==> src/rtl/rr_index_arbiter.sv <==
// rr_index_arbiter: round-robin arbiter over 2**N request lines.
// Produces a registered binary grant index with a valid/ready handshake.
// The index is meant to drive a downstream decoder's select input, with
// grant_valid driving its enable.
//
// Optional build macro RR_ARB_ONEHOT_EN adds a registered one-hot copy
// of the grant (grant_onehot). That copy is decoder-equivalent and is all
// zeros whenever grant_valid is low.
//
// Handshake: a grant is presented when grant_valid=1, and it is transferred
// on a rising edge where grant_valid=1 and grant_ready=1. While
// grant_valid=1 and grant_ready=0, grant_idx is held stable and req is
// ignored. grant_ready has no effect while grant_valid=0.
module rr_index_arbiter #(
   parameter int N = 3
) (
   input  logic            clk,
   input  logic            rst_n,
   input  logic [2**N-1:0] req,
   input  logic            grant_ready,
   output logic            grant_valid,
   output logic [N-1:0]    grant_idx
`ifdef RR_ARB_ONEHOT_EN
   ,
   output logic [2**N-1:0] grant_onehot
`endif
);

   localparam int W = 2**N;

   // The FSM state is a named signal so that checkers can bind to it.
   // GRANT is equivalent to grant_valid=1.
   typedef enum logic {IDLE, GRANT} state_t;

   state_t       state;
   logic [N-1:0] ptr;          // highest-priority requester for the next search
   logic [N-1:0] search_base;  // where the search starts on this edge
   logic [N-1:0] scan_idx;
   logic [N-1:0] win_idx;
   logic         win_found;

   // On an accept, the pointer moves past the current grant and the new winner
   // is searched from that moved position on the same edge. This allows
   // back-to-back grants.
   always_comb begin
      search_base = (state == GRANT) ? grant_idx + N'(1) : ptr;
   end

   // Scan from the highest offset down, so the lowest offset from the base wins.
   always_comb begin
      win_found = 1'b0;
      win_idx   = '0;
      scan_idx  = '0;
      for (int i = W - 1; i >= 0; i--) begin
         scan_idx = search_base + N'(i);
         if (req[scan_idx]) begin
            win_found = 1'b1;
            win_idx   = scan_idx;
         end
      end
   end

`ifdef RR_ARB_ONEHOT_EN
   function automatic logic [W-1:0] to_onehot(input logic [N-1:0] idx);
      to_onehot      = '0;
      to_onehot[idx] = 1'b1;
   endfunction
`endif

   // Arbitration FSM. All outputs are registered here.
   always_ff @(posedge clk or negedge rst_n) begin
      if (!rst_n) begin
         state        <= IDLE;
         ptr          <= '0;
         grant_valid  <= 1'b0;
         grant_idx    <= '0;
`ifdef RR_ARB_ONEHOT_EN
         grant_onehot <= '0;
`endif
      end else begin
         case (state)
            IDLE: begin
               if (win_found) begin
                  state        <= GRANT;
                  grant_valid  <= 1'b1;
                  grant_idx    <= win_idx;
`ifdef RR_ARB_ONEHOT_EN
                  grant_onehot <= to_onehot(win_idx);
`endif
               end
            end
            GRANT: begin
               if (grant_ready) begin
                  ptr <= grant_idx + N'(1);
                  if (win_found) begin
                     grant_idx    <= win_idx;
`ifdef RR_ARB_ONEHOT_EN
                     grant_onehot <= to_onehot(win_idx);
`endif
                  end else begin
                     // grant_idx keeps its last value after a drain.
                     state        <= IDLE;
                     grant_valid  <= 1'b0;
`ifdef RR_ARB_ONEHOT_EN
                     grant_onehot <= '0;
`endif
                  end
               end
            end
            default: begin
               state       <= IDLE;
               grant_valid <= 1'b0;
            end
         endcase
      end
   end

endmodule
==> config.mk <==
export PLATFORM = sky130hd
export DESIGN_NAME = rr_index_arbiter
export DESIGN_NICKNAME = d
export VERILOG_FILES = /design/src/rtl/rr_index_arbiter.sv
export SDC_FILE = /design/constraint.sdc
export NUM_CORES = 1
export LEC_CHECK = 0
export ABC_AREA = 1
export BUFFER_PORTS_ARGS = -buffer_cell sky130_fd_sc_hd__buf_4
export CAP_MARGIN = 20
export CORE_ASPECT_RATIO = 1.75
export CORE_MARGIN = 3
export CORE_UTILIZATION = 52
export CTS_CLUSTER_DIAMETER = 120
export DETAILED_ROUTE_END_ITERATION = 8
export PLACE_DENSITY = 0.75
export REMOVE_ABC_BUFFERS = 1
export SLEW_MARGIN = 20
export SYNTH_ARGS = -nofsm -noshare
export SYNTH_HDL_FRONTEND = slang
export SYNTH_SLANG_ARGS = --single-unit
==> constraint.sdc <==
create_clock -name clk -period 2.26 [get_ports clk]
set_input_delay 0.339 -clock clk [delete_from_list [all_inputs] [get_ports clk]]
set_output_delay 0.339 -clock clk [all_outputs]
set_load 0.005 [all_outputs]
==> impl_metrics.env <==
export IMPL_arrival_ns=2.39
export IMPL_postLayoutSetupSlackWorst_ns=0.0128
export IMPL_io_pins=15
export IMPL_wl_per_cell_um=15.5
export IMPL_yosys_top_cells_count="nand2_1, inv_1, nand3_1, nand2_2, a21oi_1"
export IMPL_status="completed"
export IMPL_grt_pass1_vias=1457
export IMPL_htree_levels=1
export IMPL_avgSynthCellArea_um2=5.76
export IMPL_die_h_um=70.6
export IMPL_hold_viol=0
export IMPL_cts_tree="done"
export IMPL_rows=22
export IMPL_start_util_pct=57.0
export IMPL_vias=1591
export IMPL_fillers=158
export IMPL_synth_main_ff_cell="dfrtp_1"
export IMPL_grt_overflow_total=0
export IMPL_worstSetupEndpointType="register"
export IMPL_yosysMostFrequentCell="nand2_1"
export IMPL_ys_seq_elements=8
export IMPL_synth_top_area_share_pct=28.2
export IMPL_setup_viol=0
export IMPL_placed_cell_area_um2=1430
export IMPL_ys_warn_count=0
export IMPL_fmax_mhz=445
export IMPL_criticalPathCategory="register to register"
export IMPL_dp_hpwl_um=2850
export IMPL_period_share_pct=99.4
export IMPL_netlist_top_cells_area="nand2_1, dfrtp_1, nand3_1, inv_1, nand2_4"
export IMPL_drc=0
export IMPL_grt_pass1_wl_um=5950
export IMPL_start_kind="register"
export IMPL_crit_required_ns=2.40
export IMPL_antenna_found_initial=0
export IMPL_period_needed_ns=2.25
export IMPL_drive_gt1_share_pct=41.4
export IMPL_final_max_slew_violation_count=0
export IMPL_synth_top_area_cell="nand2_1"
export IMPL_core_region_area_um2=2170
export IMPL_seq_area_frac_synth_pct=16.2
export IMPL_maxSlewHeadroom_pct=84.4
export IMPL_numCtsBuffers=3
export IMPL_cts_sinks=8
export IMPL_dr_first_iter_drc_count=97
export IMPL_grtUsageTotal_pct=25.0
export IMPL_dieArea_um2=3030
export IMPL_syn_area_um2=1240
export IMPL_place_gp_congestion=0.899
export IMPL_grt_max_degree=11
export IMPL_rsz0062_at_grt="true"
export IMPL_portBuffers=14
export IMPL_wl_um=4250
export IMPL_clk_pin_slew_ns=0.06
export IMPL_diodes=0
export IMPL_viasPerCell=5.79
export IMPL_syn2layout_area_growth_pct=42.1
export IMPL_clk_latency_ns=0.26
export IMPL_first_pass_iters=4
export IMPL_yosys_cell_types_count=20
export IMPL_ant_nets=0
export IMPL_cts_root_buf="clkbuf_4"
export IMPL_ys_async_sr_fraction_pct=100
export IMPL_min_path_type="input port to async pin"
export IMPL_clock_path_buffers=2
export IMPL_synth_edf_count=0
export IMPL_multiInputGateArea_um2=1110
export IMPL_cap_violations=0
export IMPL_layout_nets=266
export IMPL_final_cell_area_um2=1760
export IMPL_tightest_slew_ns=0.234
export IMPL_synth_cells=215
export IMPL_seq_area_um2=200
export IMPL_finalClockSkew_ns=0.00289
export IMPL_crit_fanout=5
export IMPL_fin_util_pct=81.0
export IMPL_die_x_um=42.9
export IMPL_place_ws_ns=-0.0380
[what timing repair did]
action | CTS | global route
endpoints found under the setup margin | 3 | 4
hold endpoints to repair | 8 | 0
gates cloned | 0 | 1
buffers inserted | 0 | 11
gates resized for setup | 3 | 51
pin swaps | 2 | 20
hold buffers | 1 | 0
[flip-flops by register name, indices dropped and copies added (netlist names)]
name and count:
state 1, grant_valid 1, grant_idx 3, ptr 3
[logic make-up (layout without fill, tap and decap cells)]
logic type	after synthesis	count (layout)	synth area share, %
compound gates	17	17	7.37
fa+ha+maj	2	2	2.02
buf+inv	31	66	10.6
flops	8	8	16.2
simple gates	157	158	63.8
[per-layer routing]
| metal | vias to the layer above | GRT usage, % | routed length, µm |
|---|---|---|---|
| met5 | - | 0 | 0 |
| met4 | 0 | 15.9 | 281 |
| met3 | 38 | 2.54 | 179 |
| met2 | 88 | 46.5 | 2400 |
| met1 | 714 | 24.9 | 1390 |
| li1 | 751 | - | - |
[path summary, 6_finish.rpt]
check | slack [ns] | from | to | cells after the start
max | 0.01 | grant_idx[0] | grant_idx[2] | 14
min | 0.45 | rst_n | grant_valid | 2
max reg2reg | 0.01 | grant_idx[0] | grant_idx[2] | 14
min reg2reg | 0.55 | ptr[1] | ptr[1] | 2
max in group asynchronous | 1.68 | rst_n | grant_idx[2] | 2
min in group clk | 0.48 | grant_ready | state | 4
[metrics by stage]
step	TNS (ns)	std cells	hold WS, ns
detailed placement	-0.0768	259	0.162
CTS	0	263	0.399
global placement	0	259	0.160
floorplan	0	214	0.0434
finish	0	275	0.447
global route	-0.449	275	0.458
[cell type report]
cell class	instances	share of cell area [%]
inverter	30	7.39
multi-input combinational	177	62.8
timing repair buffer	33	15.4
sequential	8	11.4
clock buffer	3	1.28
tap	24	1.71
[worst max-delay path, stage by stage (launching register included)]
cell and delay (ns):
dfrtp_1 0.42, ha_4 0.30, nand2_4 0.05, nand2_4 0.07
ha_4 0.22, inv_4 0.08, nand2_4 0.06, nand2_2 0.07
nand2_2 0.07, nand2_4 0.07, nand4_1 0.18, o21ai_4 0.25
inv_2 0.07, nor2_1 0.13, a21oi_1 0.07
[placed cells by master, fill, tap and decap left out, drive strengths merged]
master       synthesis  layout
nand2              118     119
nor2                10      10
inv                 30      29
buf                  1      32
clkbuf               0       3
dfrtp                8       8
a21oi               11      11
or2                  1       1
nand3               26      26
dlygate4sd3          0       1
o31ai                1       1
clkinv               0       1
nand4                2       2
ha                   2       2
o21ai                5       5
Power is not shown: default switching activity piles up to over one toggle a cycle in this logic, so the estimate is an artifact.
